==> src/rtl/touch_scan_scheduler_pkg.sv <==
// Shared constants for the touch-screen scan scheduler: FSM state
// encoding, ADC control bytes and the ADC result width.
package touch_scan_scheduler_pkg;

    localparam int ADC_W = 12;

    localparam logic [7:0] CMD_X    = 8'hD0;
    localparam logic [7:0] CMD_Y    = 8'h90;
    localparam logic [7:0] CMD_NONE = 8'h00;

    localparam logic [2:0] ST_IDLE     = 3'd0;
    localparam logic [2:0] ST_DEBOUNCE = 3'd1;
    localparam logic [2:0] ST_REQ_X    = 3'd2;
    localparam logic [2:0] ST_WAIT_X   = 3'd3;
    localparam logic [2:0] ST_REQ_Y    = 3'd4;
    localparam logic [2:0] ST_WAIT_Y   = 3'd5;
    localparam logic [2:0] ST_PUBLISH  = 3'd6;
    localparam logic [2:0] ST_HOLDOFF  = 3'd7;

    function automatic int max3(input int a, input int b, input int c);
        int m;
        m = (a > b) ? a : b;
        return (m > c) ? m : c;
    endfunction

endpackage

==> src/rtl/touch_scan_scheduler_pen_debounce.sv <==
// Pen interrupt synchroniser plus the scheduler's single cycle counter.
// The counter is shared with the FSM (holdoff period and transaction
// timeout); pen_stable fires on the debounce terminal count.
module pen_debounce
    import touch_scan_scheduler_pkg::*;
#(
    parameter int DEBOUNCE_CYC = 1000,
    parameter int CNT_W        = 16
) (
    input  logic             CLK,
    input  logic             RST_n,
    input  logic             pen_irq,
    input  logic             arm,
    input  logic             cnt_clr,
    output logic             pen_n,
    output logic             pen_stable,
    output logic [CNT_W-1:0] cnt
);

    logic pen_meta;

    // Two-flop synchroniser for the asynchronous pen interrupt
    always_ff @(posedge CLK or negedge RST_n) begin
        if (!RST_n) begin
            pen_meta <= 1'b0;
            pen_n    <= 1'b0;
        end else begin
            pen_meta <= pen_irq;
            pen_n    <= pen_meta;
        end
    end

    // Shared up-counter; saturates so long dwell states cannot wrap it
    always_ff @(posedge CLK or negedge RST_n) begin
        if (!RST_n) begin
            cnt <= '0;
        end else if (cnt_clr) begin
            cnt <= '0;
        end else if (cnt != '1) begin
            cnt <= cnt + CNT_W'(1);
        end
    end

    assign pen_stable = arm && !pen_n && (cnt == CNT_W'(DEBOUNCE_CYC - 1));

endmodule

==> src/rtl/touch_scan_scheduler.sv <==
// Touch-screen scan scheduler: debounces the pen interrupt, requests
// 2^AVG_LOG2 X then Y conversions, publishes the averaged position and
// repeats every PERIOD_CYC while the pen stays down.
//
// state    | meaning
// IDLE     | pen up, waiting for pen_n low
// DEBOUNCE | pen low, counting to DEBOUNCE_CYC
// REQ_X    | one cycle, launches an X transaction
// WAIT_X   | TRANS_REQ high, waiting for ACK or timeout
// REQ_Y    | one cycle, launches a Y transaction
// WAIT_Y   | TRANS_REQ high, waiting for ACK or timeout
// PUBLISH  | average sums into POS_X/POS_Y, pulse POS_VALID
// HOLDOFF  | waiting PERIOD_CYC before the next scan
module touch_scan_scheduler
    import touch_scan_scheduler_pkg::*;
#(
    parameter int DEBOUNCE_CYC = 1000,
    parameter int PERIOD_CYC   = 50000,
    parameter int AVG_LOG2     = 2,
    parameter int TMO_CYC      = 1023
) (
    input  logic             CLK,
    input  logic             RST_n,
    input  logic             PENIRQ_n,
    output logic             TRANS_REQ,
    output logic [7:0]       TRANS_CMD,
    input  logic             TRANS_ACK,
    input  logic [ADC_W-1:0] TRANS_DATA,
    output logic [ADC_W-1:0] POS_X,
    output logic [ADC_W-1:0] POS_Y,
    output logic             POS_VALID,
    output logic             PEN_DOWN,
    output logic             ERR
);

    localparam int CNT_W  = $clog2(max3(DEBOUNCE_CYC, PERIOD_CYC, TMO_CYC) + 1);
    localparam int SUM_W  = ADC_W + AVG_LOG2;
    localparam int SAMP_W = AVG_LOG2 + 1;
    localparam int NSAMP  = 1 << AVG_LOG2;

    logic [2:0]       state, state_nxt;
    logic [CNT_W-1:0] cnt;
    logic [SUM_W-1:0] sum_x, sum_y;
    logic [SAMP_W-1:0] samp_cnt;
    logic [ADC_W-1:0] pos_x, pos_y;
    logic             pos_valid, pen_down, err, abort;
    logic             pen_n, pen_stable, cnt_clr;
    logic             in_wait, last_samp, tmo_hit, hold_done, leave;

    pen_debounce #(
        .DEBOUNCE_CYC (DEBOUNCE_CYC),
        .CNT_W        (CNT_W)
    ) u_pen_debounce (
        .CLK        (CLK),
        .RST_n      (RST_n),
        .pen_irq    (PENIRQ_n),
        .arm        (state == ST_DEBOUNCE),
        .cnt_clr    (cnt_clr),
        .pen_n      (pen_n),
        .pen_stable (pen_stable),
        .cnt        (cnt)
    );

    assign in_wait   = (state == ST_WAIT_X) || (state == ST_WAIT_Y);
    assign last_samp = (samp_cnt == SAMP_W'(NSAMP - 1));
    assign tmo_hit   = (cnt == CNT_W'(TMO_CYC));
    assign hold_done = (cnt == CNT_W'(PERIOD_CYC - 1));
    // A pen-up seen earlier in the transaction still aborts at its ACK
    assign leave     = pen_n || abort;
    assign cnt_clr   = (state_nxt != state);

    // Next-state decode
    always_comb begin
        state_nxt = state;
        case (state)
            ST_IDLE:     if (!pen_n) state_nxt = ST_DEBOUNCE;
            ST_DEBOUNCE: if (pen_n) state_nxt = ST_IDLE;
                         else if (pen_stable) state_nxt = ST_REQ_X;
            ST_REQ_X:    state_nxt = leave ? ST_IDLE : ST_WAIT_X;
            ST_WAIT_X:   if (TRANS_ACK) state_nxt = leave ? ST_IDLE : (last_samp ? ST_REQ_Y : ST_REQ_X);
                         else if (tmo_hit) state_nxt = ST_IDLE;
            ST_REQ_Y:    state_nxt = leave ? ST_IDLE : ST_WAIT_Y;
            ST_WAIT_Y:   if (TRANS_ACK) state_nxt = leave ? ST_IDLE : (last_samp ? ST_PUBLISH : ST_REQ_Y);
                         else if (tmo_hit) state_nxt = ST_IDLE;
            ST_PUBLISH:  state_nxt = ST_HOLDOFF;
            ST_HOLDOFF:  if (pen_n) state_nxt = ST_IDLE;
                         else if (hold_done) state_nxt = ST_REQ_X;
            default:     state_nxt = ST_IDLE;
        endcase
    end

    // State, accumulators and registered outputs; IDLE entry clears scan data
    always_ff @(posedge CLK or negedge RST_n) begin
        if (!RST_n) begin
            state     <= ST_IDLE;
            sum_x     <= '0;
            sum_y     <= '0;
            samp_cnt  <= '0;
            abort     <= 1'b0;
            pos_x     <= '0;
            pos_y     <= '0;
            pos_valid <= 1'b0;
            pen_down  <= 1'b0;
            err       <= 1'b0;
        end else begin
            state     <= state_nxt;
            pos_valid <= 1'b0;
            if (pen_stable) pen_down <= 1'b1;
            if (in_wait && pen_n) abort <= 1'b1;
            if (in_wait && TRANS_ACK) begin
                if (state == ST_WAIT_X) sum_x <= sum_x + SUM_W'(TRANS_DATA);
                else                    sum_y <= sum_y + SUM_W'(TRANS_DATA);
                samp_cnt <= last_samp ? '0 : samp_cnt + SAMP_W'(1);
            end
            if (in_wait && !TRANS_ACK && tmo_hit) err <= 1'b1;
            if (state == ST_PUBLISH) begin
                pos_x     <= sum_x[AVG_LOG2 +: ADC_W];
                pos_y     <= sum_y[AVG_LOG2 +: ADC_W];
                pos_valid <= 1'b1;
                sum_x     <= '0;
                sum_y     <= '0;
                samp_cnt  <= '0;
            end
            if (state_nxt == ST_IDLE) begin
                pen_down <= 1'b0;
                sum_x    <= '0;
                sum_y    <= '0;
                samp_cnt <= '0;
                abort    <= 1'b0;
            end
        end
    end

    // Command byte follows the state so it is stable for the whole request
    always_comb begin
        TRANS_CMD = CMD_NONE;
        if (state == ST_REQ_X || state == ST_WAIT_X) TRANS_CMD = CMD_X;
        if (state == ST_REQ_Y || state == ST_WAIT_Y) TRANS_CMD = CMD_Y;
    end

    assign TRANS_REQ = in_wait;
    assign POS_X     = pos_x;
    assign POS_Y     = pos_y;
    assign POS_VALID = pos_valid;
    assign PEN_DOWN  = pen_down;
    assign ERR       = err;

endmodule

==> config.mk <==
export PLATFORM = sky130hd
export DESIGN_NAME = touch_scan_scheduler
export DESIGN_NICKNAME = d
export VERILOG_FILES = /design/src/rtl/touch_scan_scheduler_pkg.sv /design/src/rtl/touch_scan_scheduler_pen_debounce.sv /design/src/rtl/touch_scan_scheduler.sv
export SDC_FILE = /design/constraint.sdc
export NUM_CORES = 1
export LEC_CHECK = 0
export CAP_MARGIN = 15
export CORE_MARGIN = 1.5
export CORE_UTILIZATION = 59
export CTS_BUF_LIST = sky130_fd_sc_hd__clkbuf_8
export CTS_CLUSTER_SIZE = 28
export DETAILED_ROUTE_END_ITERATION = 12
export GPL_ROUTABILITY_DRIVEN = 1
export PLACE_DENSITY = 0.86
export SLEW_MARGIN = 15
export SYNTH_ARGS = -nofsm -noshare
export SYNTH_HDL_FRONTEND = slang
export SYNTH_SLANG_ARGS = --single-unit
==> constraint.sdc <==
create_clock -name CLK -period 4 [get_ports CLK]
set_clock_uncertainty 0.05 [all_clocks]
set_input_delay 0.8 -clock CLK [delete_from_list [all_inputs] [get_ports CLK]]
set_output_delay 0.8 -clock CLK [all_outputs]
set_load 0.005 [all_outputs]
==> metrics.txt, run 1 <==
# TYPE chip_impl_metric gauge
chip_impl_metric{name="syn_to_final_growth",unit="%"} 14.3
chip_impl_metric{name="grt_antenna_before_repair",unit=""} 0
chip_impl_metric{name="grt_start_max_net_pins",unit=""} 81
chip_impl_info{name="cp-start-kind",value="input pin"} 1
chip_impl_metric{name="drv_slew",unit=""} 0
chip_impl_metric{name="die_area",unit="um2"} 8690
chip_impl_metric{name="timing_worst_slew_pin_value",unit="ns"} 0.988
chip_impl_metric{name="syn-instance-count",unit=""} 542
chip_impl_metric{name="synth-seq-area-share",unit="%"} 41.7
chip_impl_metric{name="routed_wire_length_per_instance",unit="um"} 16.1
chip_impl_metric{name="wirelength",unit="mm"} 11.1
chip_impl_metric{name="final_layout_size_suffix_gt1_share",unit="%"} 4.94
chip_impl_metric{name="fin_hold_ws",unit="ns"} 0.311
chip_impl_metric{name="h-tree-depth",unit=""} 3
chip_impl_metric{name="clkSlewWorstSetupHoldPaths",unit="ns"} 0.08
chip_impl_metric{name="worstPathRequired",unit="ns"} 4.20
chip_impl_metric{name="global_route_wire_length_before_repair",unit="mm"} 18.5
chip_impl_metric{name="async_reset_ff_share",unit="%"} 100
chip_impl_metric{name="die-width",unit="um"} 93.2
chip_impl_metric{name="antenna_diodes",unit=""} 0
chip_impl_metric{name="cts_hold_buf",unit=""} 0
chip_impl_metric{name="nets",unit=""} 629
chip_impl_metric{name="finalWeightedCongestion",unit=""} 0.959
chip_impl_metric{name="post_synth_xor_area_fraction",unit="%"} 5.83
chip_impl_metric{name="fin_crit",unit="ns"} 3.40
chip_impl_info{name="outcome",value="completed"} 1
chip_impl_metric{name="first_iter_violations",unit=""} 254
chip_impl_metric{name="yosysUniqueCellTypes",unit=""} 65
chip_impl_metric{name="leakage_power",unit="nW"} 2.63
chip_impl_metric{name="rows",unit=""} 32
chip_impl_info{name="synth_top_family_by_area",value="simple AND/OR/NAND/NOR gates"} 1
chip_impl_metric{name="yosys_register_bits",unit=""} 80
chip_impl_info{name="cts-root-buf",value="clkbuf_8"} 1
chip_impl_metric{name="fmaxAchievable",unit="MHz"} 294
chip_impl_metric{name="via_count",unit=""} 4145
chip_impl_metric{name="groute.usage.overall",unit="%"} 27.0
chip_impl_metric{name="postCtsSetupRepairBufs",unit=""} 0
chip_impl_metric{name="vdd_drop_max",unit="uV"} 230
chip_impl_metric{name="ant_nets",unit=""} 0
chip_impl_metric{name="synth_edf_count",unit=""} 0
chip_impl_metric{name="synthDominantCellAreaShare",unit="%"} 41.7
chip_impl_info{name="min-delay-path-class",value="flip-flop to flip-flop"} 1
chip_impl_metric{name="first_pass_iters",unit=""} 4
chip_impl_metric{name="slew_headroom",unit="%"} 34.2
chip_impl_metric{name="buffer_ports.inserted",unit=""} 46
chip_impl_metric{name="timing.reg2reg.worst_path_depth",unit=""} 9
chip_impl_info{name="synth_most_common_cell",value="nand2_1"} 1
chip_impl_metric{name="viasPerCell",unit=""} 6.02
chip_impl_metric{name="ys.warnings.count",unit=""} 0
chip_impl_metric{name="detailed_place_hpwl",unit="mm"} 8.00
chip_impl_metric{name="clock_insertion_delay_worst_skew",unit="ns"} 0.36
chip_impl_metric{name="grt_overflow",unit=""} 0
chip_impl_metric{name="post-route-period-util",unit="%"} 85.0
chip_impl_info{name="worstSetupPathType",value="input pin to flip-flop"} 1
chip_impl_metric{name="avgSynthCellArea",unit="um2"} 8.86
chip_impl_metric{name="bufs_on_longest_clock_path",unit=""} 2
chip_impl_metric{name="worst-endpoint-arrival",unit="ns"} 3.60
chip_impl_info{name="unrepaired_setup_endpoints_after_global_routing",value="no"} 1
chip_impl_info{name="critPathCaptureType",value="flip-flop"} 1
chip_impl_metric{name="mappedNetlistArea",unit="um2"} 4800
chip_impl_metric{name="cts.sinks",unit=""} 80
chip_impl_info{name="synth_top_cell_by_area",value="dfrtp_1"} 1
chip_impl_metric{name="route.detailed.drc",unit=""} 0
chip_impl_metric{name="tns",unit="ns"} 0
chip_impl_metric{name="cts_buffers",unit=""} 9
chip_impl_info{name="synth_top_cells_by_count",value="nand2_1 (113), dfrtp_1 (80), nor2_1 (51)"} 1
chip_impl_info{name="cts_tree",value="built"} 1
chip_impl_metric{name="synth.mux.area_fraction",unit="%"} 0.208
chip_impl_metric{name="post_cts_resize_count",unit=""} 0
chip_impl_metric{name="timing.critical_path.fanout_max",unit=""} 4
chip_impl_metric{name="compound_gate_portion_of_the_synthesized_area",unit="%"} 16.9
chip_impl_metric{name="first_global_vias",unit=""} 4004
chip_impl_metric{name="coreArea",unit="um2"} 7810
chip_impl_info{name="synth_top_flop_cell",value="dfrtp_1"} 1
chip_impl_metric{name="rrSetupSlack",unit="ns"} 0.64
chip_impl_metric{name="hold-path-cell-count",unit=""} 0
chip_impl_metric{name="floorplan.initialDensity",unit="%"} 61.5
chip_impl_metric{name="die_height",unit="um"} 93.2
chip_impl_metric{name="report.final.hold_viol_count",unit=""} 0
chip_impl_info{name="synthTopCellsByArea",value="dfrtp_1 (42%), nand2_1 (8.8%), ha_1 (7.6%)"} 1
chip_impl_metric{name="synth_fa_ha_area_share",unit="%"} 8.39
chip_impl_metric{name="report.final.setup_viol",unit=""} 0
chip_impl_metric{name="power_density",unit="nW/um2"} 432
chip_impl_metric{name="cap_violations",unit=""} 0
chip_impl_metric{name="synth-simple-area-share",unit="%"} 22.7
chip_impl_metric{name="num_io_pins",unit=""} 52
cells in the final DEF, fill, tap and decap left out, drive strengths merged, types with 3 or more instances in the layout:
cell type      netlist  routed
inv                 17      19
nand2              113     113
o21ai               14      14
and3                 9       9
dfrtp               80      80
xnor2               24      24
a22o                12      12
a21oi               29      29
or3                  4       4
o31a                 5       5
clkdlybuf4s50        0      45
clkinvlp             0       3
clkbuf              16       9
conb                 1       5
xor2                 8       8
nand4                9       9
nor2                51      51
o31ai                4       4
nor3                10      10
a21o                10      10
ha                  29      29
o21bai               3       3
buf                 11       7
and2                 4       4
a31oi                3       3
nand3               17      17
o21a                 3       3
nor2b                3       3
nand2b               4       4
a211oi               8       8
metal layers:
metal | global-route usage, % | routed length (um) | vias up | part of all wire (%)
li1 | - | - | 1973 | -
met1 | 33.8 | 4750 | 2023 | 43
met2 | 46.1 | 5530 | 124 | 50
met3 | 3.58 | 471 | 25 | 4.2
met4 | 12.5 | 350 | 0 | 3.2
met5 | 0 | 0 | - | 0
registers in the layout (all words and copies together) (netlist names):
signal,count
abort,1
u_pen_debounce.cnt,16
state,3
sum_y,14
POS_X,12
samp_cnt,3
POS_Y,12
sum_x,14
PEN_DOWN,1
POS_VALID,1
u_pen_debounce.pen_n,1
u_pen_debounce.pen_meta,1
ERR,1
stage by stage:
stage | instances | instance area, um2 | total power [W] | setup WS, ns | utilization [%]
floorplan | 546 | 4820 | 0.00160 | 0.648 | -
global placement | 673 | 5310 | 0.00179 | 0.350 | 68.1
detailed placement | 673 | 5310 | 0.00183 | 0.285 | 68.1
CTS | 689 | 5490 | 0.00237 | 0.312 | 70.3
global route | 689 | 5490 | 0.00252 | 0.351 | 70.3
finish | 689 | 5490 | 0.00237 | 0.602 | 70.3
where the power goes:
| part | switching (W) | leakage (nW) | internal [W] |
|---|---|---|---|
| clock | 0.000316 | 0.0830 | 0.000225 |
| sequential | 0.0000924 | 1.10 | 0.000873 |
| combinational | 0.000545 | 1.44 | 0.000320 |
critical path, cell delays in order:
cell and delay [ns]:
clkdlybuf4s50_1 0.52, ha_1 0.37, a211oi_1 0.28, o21ai_0 0.21, a2111oi_0 0.63, o31ai_1 0.19
nor4b_1 0.17, o21ai_0 0.20, a21bo_1 0.22
kinds of logic after synthesis:
kind of cell | Yosys count
buffers and inverters | 44
multiplexers | 1
XOR/XNOR | 32
AO/OA/AOI/OAI | 114
AND/OR/NAND/NOR | 239
flip-flops | 80
other | 1
adder cells (fa/ha/maj) | 31
path summary, 6_finish.rpt:
| kind | endpoint | start |
|---|---|---|
| worst min-delay path | u_pen_debounce.pen_n | u_pen_debounce.pen_meta |
| worst max register to register | sum_y[7] | state[2] |
| worst max-delay path | sum_y[13] | TRANS_DATA[1] |
| worst min register to register | u_pen_debounce.pen_n | u_pen_debounce.pen_meta |
| max in group asynchronous | POS_VALID | RST_n |
| min in group asynchronous | u_pen_debounce.pen_n | RST_n |
final cells by class:
type                    count  area, um2
repair buffers             52        503
flip-flops and latches     80       2000
clock buffers               9        124
well taps                 102        128
clock inverters             7       48.8
inverters                  17       63.8
multi-input cells         422       2620
fillers                   635       2320
Note: power is estimated with default switching activity, not from simulation.
==> inputs of run 2 (changes only) <==
- clock period: 4 -> 3.18 ns (I/O delays scaled with it)
==> metrics.txt, run 2 (synthesis results as in run 1) <==
# TYPE chip_impl_metric gauge
chip_impl_metric{name="nets",unit=""} 658
chip_impl_metric{name="first_pass_iters",unit=""} 7
chip_impl_metric{name="timing.reg2reg.worst_path_depth",unit=""} 11
chip_impl_metric{name="wirelength",unit="mm"} 11.4
chip_impl_info{name="cp-start-kind",value="input pin"} 1
chip_impl_metric{name="viasPerCell",unit=""} 5.91
chip_impl_metric{name="global_route_wire_length_before_repair",unit="mm"} 19.1
chip_impl_metric{name="timing_worst_slew_pin_value",unit="ns"} 0.989
chip_impl_metric{name="route.detailed.drc",unit=""} 0
chip_impl_metric{name="timing.critical_path.fanout_max",unit=""} 3
chip_impl_metric{name="antenna_diodes",unit=""} 0
chip_impl_metric{name="bufs_on_longest_clock_path",unit=""} 2
chip_impl_info{name="top_regs",value="u_pen_debounce.cnt (16), sum_x (14), sum_y (14)"} 1
chip_impl_metric{name="first_iter_violations",unit=""} 275
chip_impl_metric{name="grt_antenna_before_repair",unit=""} 0
chip_impl_info{name="rr_startpoint",value="state[1]"} 1
chip_impl_metric{name="first_global_vias",unit=""} 4137
chip_impl_metric{name="die_area",unit="um2"} 8690
chip_impl_metric{name="cap_violations",unit=""} 0
chip_impl_metric{name="fin_hold_ws",unit="ns"} 0.327
chip_impl_metric{name="worstPathRequired",unit="ns"} 3.41
chip_impl_metric{name="slew_headroom",unit="%"} 34.1
chip_impl_info{name="critPathCaptureType",value="flip-flop"} 1
chip_impl_metric{name="worst-endpoint-arrival",unit="ns"} 3.26
chip_impl_metric{name="ant_nets",unit=""} 0
chip_impl_info{name="highest-signal-layer",value="met4"} 1
chip_impl_metric{name="rrSetupSlack",unit="ns"} 0.18
chip_impl_metric{name="detailed_route_wirelength_on_metal2",unit="mm"} 5.49
chip_impl_metric{name="floorplan.initialDensity",unit="%"} 61.5
chip_impl_metric{name="leakage_power",unit="nW"} 2.77
chip_impl_metric{name="grt_overflow",unit=""} 0
chip_impl_info{name="cts_tree",value="built"} 1
chip_impl_info{name="cts-root-buf",value="clkbuf_8"} 1
chip_impl_metric{name="power_density",unit="nW/um2"} 532
chip_impl_metric{name="via_count",unit=""} 4241
chip_impl_metric{name="cts_hold_buf",unit=""} 0
chip_impl_info{name="max_flop_register",value="u_pen_debounce.cnt"} 1
chip_impl_info{name="worstSetupPathType",value="input pin to flip-flop"} 1
chip_impl_metric{name="rows",unit=""} 32
chip_impl_info{name="outcome",value="completed"} 1
chip_impl_metric{name="cts_buffers",unit=""} 9
chip_impl_metric{name="report.final.setup_viol",unit=""} 0
chip_impl_metric{name="layout.area.seq",unit="um2"} 2000
chip_impl_metric{name="report.final.hold_viol_count",unit=""} 0
chip_impl_metric{name="nFillCells",unit=""} 593
chip_impl_metric{name="clkSlewWorstSetupHoldPaths",unit="ns"} 0.08
chip_impl_info{name="unrepaired_setup_endpoints_after_global_routing",value="no"} 1
chip_impl_info{name="min-delay-path-class",value="flip-flop to flip-flop"} 1
chip_impl_metric{name="grt_start_max_net_pins",unit=""} 81
chip_impl_metric{name="cts.sinks",unit=""} 80
chip_impl_metric{name="drt-met1-wl",unit="mm"} 5.15
chip_impl_metric{name="detailed_place_hpwl",unit="mm"} 8.19
chip_impl_metric{name="syn_to_final_growth",unit="%"} 19.5
chip_impl_metric{name="wl_met3",unit="um"} 532
chip_impl_metric{name="multi_input_comb_area",unit="um2"} 2660
chip_impl_info{name="critical_path.endpoint",value="sum_x[12]"} 1
chip_impl_metric{name="num_io_pins",unit=""} 52
chip_impl_metric{name="groute.usage.overall",unit="%"} 27.8
chip_impl_metric{name="post-route-period-util",unit="%"} 95.4
chip_impl_metric{name="vdd_drop_max",unit="uV"} 331
chip_impl_metric{name="fin_crit",unit="ns"} 3.03
chip_impl_metric{name="coreArea",unit="um2"} 7810
chip_impl_metric{name="clock_insertion_delay_worst_skew",unit="ns"} 0.36
chip_impl_info{name="most-common-layout-cells",value="nand2_1 (113), dfrtp_1 (80), nor2_1 (51)"} 1
chip_impl_metric{name="final_core_util",unit="%"} 73.5
chip_impl_metric{name="fmaxAchievable",unit="MHz"} 330
chip_impl_metric{name="routed_wire_length_per_instance",unit="um"} 16.0
chip_impl_metric{name="finalWeightedCongestion",unit=""} 0.938
chip_impl_metric{name="die-width",unit="um"} 93.2
chip_impl_metric{name="drv_slew",unit=""} 0
chip_impl_info{name="reg2reg_to",value="sum_y[4]"} 1
chip_impl_metric{name="largest_reg_flops",unit=""} 16
chip_impl_metric{name="final_layout_size_suffix_gt1_share",unit="%"} 10.2
chip_impl_metric{name="h-tree-depth",unit=""} 3
chip_impl_metric{name="buffer_ports.inserted",unit=""} 46
chip_impl_info{name="setup.worst_path.start",value="TRANS_DATA[0]"} 1
chip_impl_metric{name="die_height",unit="um"} 93.2
chip_impl_info{name="layout_commonest_cell",value="nand2_1"} 1
## run 2: cell count changes in the layout (fill, tap and decap cells not counted), moves of 2 or more
cell       before  now
buf_4           7   36
a31oi_2         0    2
a31oi_1         3    1
a2111oi_0       2    0
## run 2: through the flow
stage	power [W]	setup TNS (ns)	instances	area, um2	setup slack (ns)
3_3_place_gp	0.00232	-0.601	698	5500	-0.251
3_5_place_dp	0.00236	-1.23	698	5500	-0.347
5_1_grt	0.00322	0	717	5740	0.00586
6_report	0.00305	0	717	5740	0.146
2_1_floorplan	0.00201	0	546	4820	0.133
4_1_cts	0.00302	0	713	5670	0.0106
## run 2: worst max-delay path, stage by stage
cell and delay (ns):
clkdlybuf4s50_1 0.48, buf_4 0.11, ha_1 0.17, fa_1 0.24
a21oi_2 0.08, o211ai_1 0.21, o41a_1 0.24, a31oi_2 0.12
nand2b_1 0.20, or4b_2 0.63, a31oi_2 0.14
## run 2: timing repair
action,4_1_cts,5_1_grt
gates resized for setup,1,8
setup endpoints to repair,1,16
setup buffers,0,4
pin swaps,0,3
## run 2: layout make-up
class                           count  share of cell area [%]
Inverter                           17                    1.11
Tap cell                          102                    2.22
Clock inverter                      6                   0.654
Sequential cell                    80                    34.9
Timing Repair Buffer               81                    12.6
Clock buffer                        9                    2.16
Multi-Input combinational cell    422                    46.4
## run 2: metal layers
metal / vias to the layer above / global-route usage [%]
met5: - / 0
met1: 2029 / 37.1
met4: 0 / 9.22
met3: 25 / 4.63
li1: 2040 / -
met2: 147 / 45.9
## run 2: worst min path at each step
stage / from / end / slack (ns) / cells past startpoint
2_1_floorplan: u_pen_debounce.pen_meta / u_pen_debounce.pen_n / 0.28 / 0
3_3_place_gp: u_pen_debounce.pen_meta / u_pen_debounce.pen_n / 0.29 / 0
3_5_place_dp: u_pen_debounce.pen_meta / u_pen_debounce.pen_n / 0.29 / 0
4_1_cts: u_pen_debounce.pen_meta / u_pen_debounce.pen_n / 0.33 / 0
5_1_grt: u_pen_debounce.pen_meta / u_pen_debounce.pen_n / 0.34 / 0
6_report: u_pen_debounce.pen_meta / u_pen_debounce.pen_n / 0.33 / 0
## run 2: power by group
part | total, W | switching, W | internal [W]
logic | 0.00119 | 0.000725 | 0.000465
clock network | 0.000658 | 0.000382 | 0.000276
registers | 0.00121 | 0.000108 | 0.00110
==> inputs of run 3 (changes only) <==
- PLACE_DENSITY: 0.86 -> default
- PLACE_DENSITY_LB_ADDON: default -> 0.15
==> metrics.txt, run 3 (synthesis results as in run 1) <==
# TYPE chip_impl_metric gauge
chip_impl_info{name="outcome",value="completed"} 1
chip_impl_metric{name="ant_nets",unit=""} 0
chip_impl_metric{name="power_density",unit="nW/um2"} 545
chip_impl_metric{name="fin_hold_ws",unit="ns"} 0.305
chip_impl_metric{name="die_area",unit="um2"} 8690
chip_impl_metric{name="bufs_on_longest_clock_path",unit=""} 2
chip_impl_info{name="max_flop_register",value="u_pen_debounce.cnt"} 1
chip_impl_metric{name="cap_violations",unit=""} 0
chip_impl_metric{name="cts_buffers",unit=""} 9
chip_impl_info{name="top_regs",value="u_pen_debounce.cnt (16), sum_x (14), sum_y (14)"} 1
chip_impl_metric{name="timing_worst_slew_pin_value",unit="ns"} 1.00
chip_impl_metric{name="stdcell_count",unit=""} 715
chip_impl_metric{name="stage_delay_of_the_slowest_cell_on_the_critical_path",unit="ns"} 0.61
chip_impl_metric{name="postCtsSetupRepairBufs",unit=""} 0
chip_impl_metric{name="route.detailed.drc",unit=""} 0
chip_impl_metric{name="largest_reg_flops",unit=""} 16
chip_impl_metric{name="detailed_place_hpwl",unit="mm"} 8.06
chip_impl_metric{name="fmaxAchievable",unit="MHz"} 330
chip_impl_metric{name="first_pass_iters",unit=""} 4
chip_impl_metric{name="die_height",unit="um"} 93.2
chip_impl_metric{name="h-tree-depth",unit=""} 3
chip_impl_info{name="cts-root-buf",value="clkbuf_8"} 1
chip_impl_metric{name="timing.critical_path.fanout_max",unit=""} 3
chip_impl_metric{name="final_core_util",unit="%"} 73.2
chip_impl_metric{name="grt_overflow",unit=""} 0
chip_impl_metric{name="post-route-period-util",unit="%"} 95.2
chip_impl_metric{name="global_route_wire_length_before_repair",unit="mm"} 19.3
chip_impl_info{name="worstSetupPathType",value="input pin to flip-flop"} 1
chip_impl_metric{name="rows",unit=""} 32
chip_impl_metric{name="rrSetupSlack",unit="ns"} 0.17
chip_impl_metric{name="antenna_diodes",unit=""} 0
chip_impl_info{name="list_of_cells_traversed_by_the_critical_path",value="clkdlybuf4s50_1 > buf_4 > ha_1 > fa_1 > a21oi_1 > o211ai_1 > o41a_1 > a31oi_1 > nand2b_1 > or4b_2 > a31oi_1"} 1
chip_impl_metric{name="grt_antenna_before_repair",unit=""} 0
chip_impl_info{name="cp-start-kind",value="input pin"} 1
chip_impl_metric{name="buffer_ports.inserted",unit=""} 46
chip_impl_metric{name="leakage_power",unit="nW"} 2.76
chip_impl_metric{name="report.final.hold_viol_count",unit=""} 0
chip_impl_info{name="crit_path_frequent_cell",value="a31oi_1"} 1
chip_impl_metric{name="viasPerCell",unit=""} 5.85
chip_impl_metric{name="worstPathRequired",unit="ns"} 3.41
chip_impl_metric{name="finalWeightedCongestion",unit=""} 0.934
chip_impl_info{name="unrepaired_setup_endpoints_after_global_routing",value="no"} 1
chip_impl_metric{name="cell_area_placed",unit="um2"} 5510
chip_impl_metric{name="drv_slew",unit=""} 0
chip_impl_metric{name="fin_crit",unit="ns"} 3.03
chip_impl_metric{name="clock_insertion_delay_worst_skew",unit="ns"} 0.36
chip_impl_metric{name="vdd_drop_max",unit="uV"} 315
chip_impl_metric{name="finalInstanceArea",unit="um2"} 5710
chip_impl_metric{name="wirelength",unit="mm"} 11.4
chip_impl_metric{name="cts.sinks",unit=""} 80
chip_impl_metric{name="worst-endpoint-arrival",unit="ns"} 3.25
chip_impl_info{name="cp_slowest_cell",value="or4b_2"} 1
chip_impl_metric{name="first_global_vias",unit=""} 4239
chip_impl_metric{name="coreArea",unit="um2"} 7810
chip_impl_metric{name="nets",unit=""} 655
chip_impl_metric{name="first_iter_violations",unit=""} 253
chip_impl_metric{name="report.final.setup_viol",unit=""} 0
chip_impl_metric{name="slew_headroom",unit="%"} 33.4
chip_impl_info{name="cts_tree",value="built"} 1
chip_impl_metric{name="via_count",unit=""} 4180
chip_impl_metric{name="cell_total_after_placement",unit=""} 699
chip_impl_info{name="most-common-layout-cells",value="nand2_1 (113), dfrtp_1 (80), nor2_1 (51)"} 1
chip_impl_metric{name="groute.usage.overall",unit="%"} 28.2
chip_impl_metric{name="floorplan.initialDensity",unit="%"} 61.5
chip_impl_info{name="critPathCaptureType",value="flip-flop"} 1
chip_impl_metric{name="clkSlewWorstSetupHoldPaths",unit="ns"} 0.09
chip_impl_metric{name="die-width",unit="um"} 93.2
chip_impl_metric{name="grt_start_max_net_pins",unit=""} 81
chip_impl_metric{name="syn_to_final_growth",unit="%"} 18.9
chip_impl_info{name="min-delay-path-class",value="flip-flop to flip-flop"} 1
chip_impl_metric{name="routed_wire_length_per_instance",unit="um"} 15.9
chip_impl_metric{name="final_layout_size_suffix_gt1_share",unit="%"} 9.46
chip_impl_info{name="layout_commonest_cell",value="nand2_1"} 1
chip_impl_metric{name="num_io_pins",unit=""} 52
run 3: changes by cell type in the layout (fill, tap and decap cells not counted), moves of 2 or more:
cell and delta:
a31oi_1 +2, a31oi_2 -2, buf_4 -3, inv_6 +2
run 3: area by class of cell:
type	instances	area, um2
Clock buffer	9	124
Clock inverter	7	53.8
Fill cell	600	2090
Inverter	17	63.8
Multi-Input combinational cell	422	2640
Sequential cell	80	2000
Tap cell	102	128
Timing Repair Buffer	78	698
run 3: final timing paths:
path	from	to	cells after the start
worst max-delay path	TRANS_DATA[0]	sum_x[12]	11
worst min-delay path	u_pen_debounce.pen_meta	u_pen_debounce.pen_n	0
worst max register to register	state[1]	sum_y[4]	11
worst min register to register	u_pen_debounce.pen_meta	u_pen_debounce.pen_n	0
max in group asynchronous	RST_n	sum_x[1]	1
min in group asynchronous	RST_n	state[1]	1
run 3: routing by layer:
layer,GRT usage (%),share of wire [%]
met5,0,0
met2,48.8,52
met1,34.8,42
met3,4.47,3.5
met4,11.5,2.1
run 3: metrics by stage:
| step | TNS [ns] | worst slack [ns] | power, W |
|---|---|---|---|
| floorplan | 0 | 0.133 | 0.00201 |
| detailed placement | -0.994 | -0.354 | 0.00239 |
| finish | 0 | 0.154 | 0.00311 |
| global route | 0 | 0.00968 | 0.00330 |
| CTS | 0 | 0.0126 | 0.00310 |
| global placement | -0.437 | -0.271 | 0.00236 |
run 3: power by group:
part | switching [W] | internal, W | leakage, nW
logic | 0.000741 | 0.000471 | 1.58
clock network | 0.000416 | 0.000290 | 0.0827
registers | 0.0000957 | 0.00110 | 1.10
total | 0.00125 | 0.00186 | 2.76
run 3: worst max-delay path: cells and delay by family:
family | cells | cell delay (ns)
AO/OA/AOI/OAI | 5 | 0.82
buffers and inverters | 2 | 0.61
AND/OR/NAND/NOR | 2 | 0.79
adder cells (fa/ha/maj) | 2 | 0.39
run 3: repair_timing:
item | in CTS | in global routing
endpoints found under the setup margin | 0 | 15
gates resized for setup | 0 | 5
hold buffers | 0 | 0
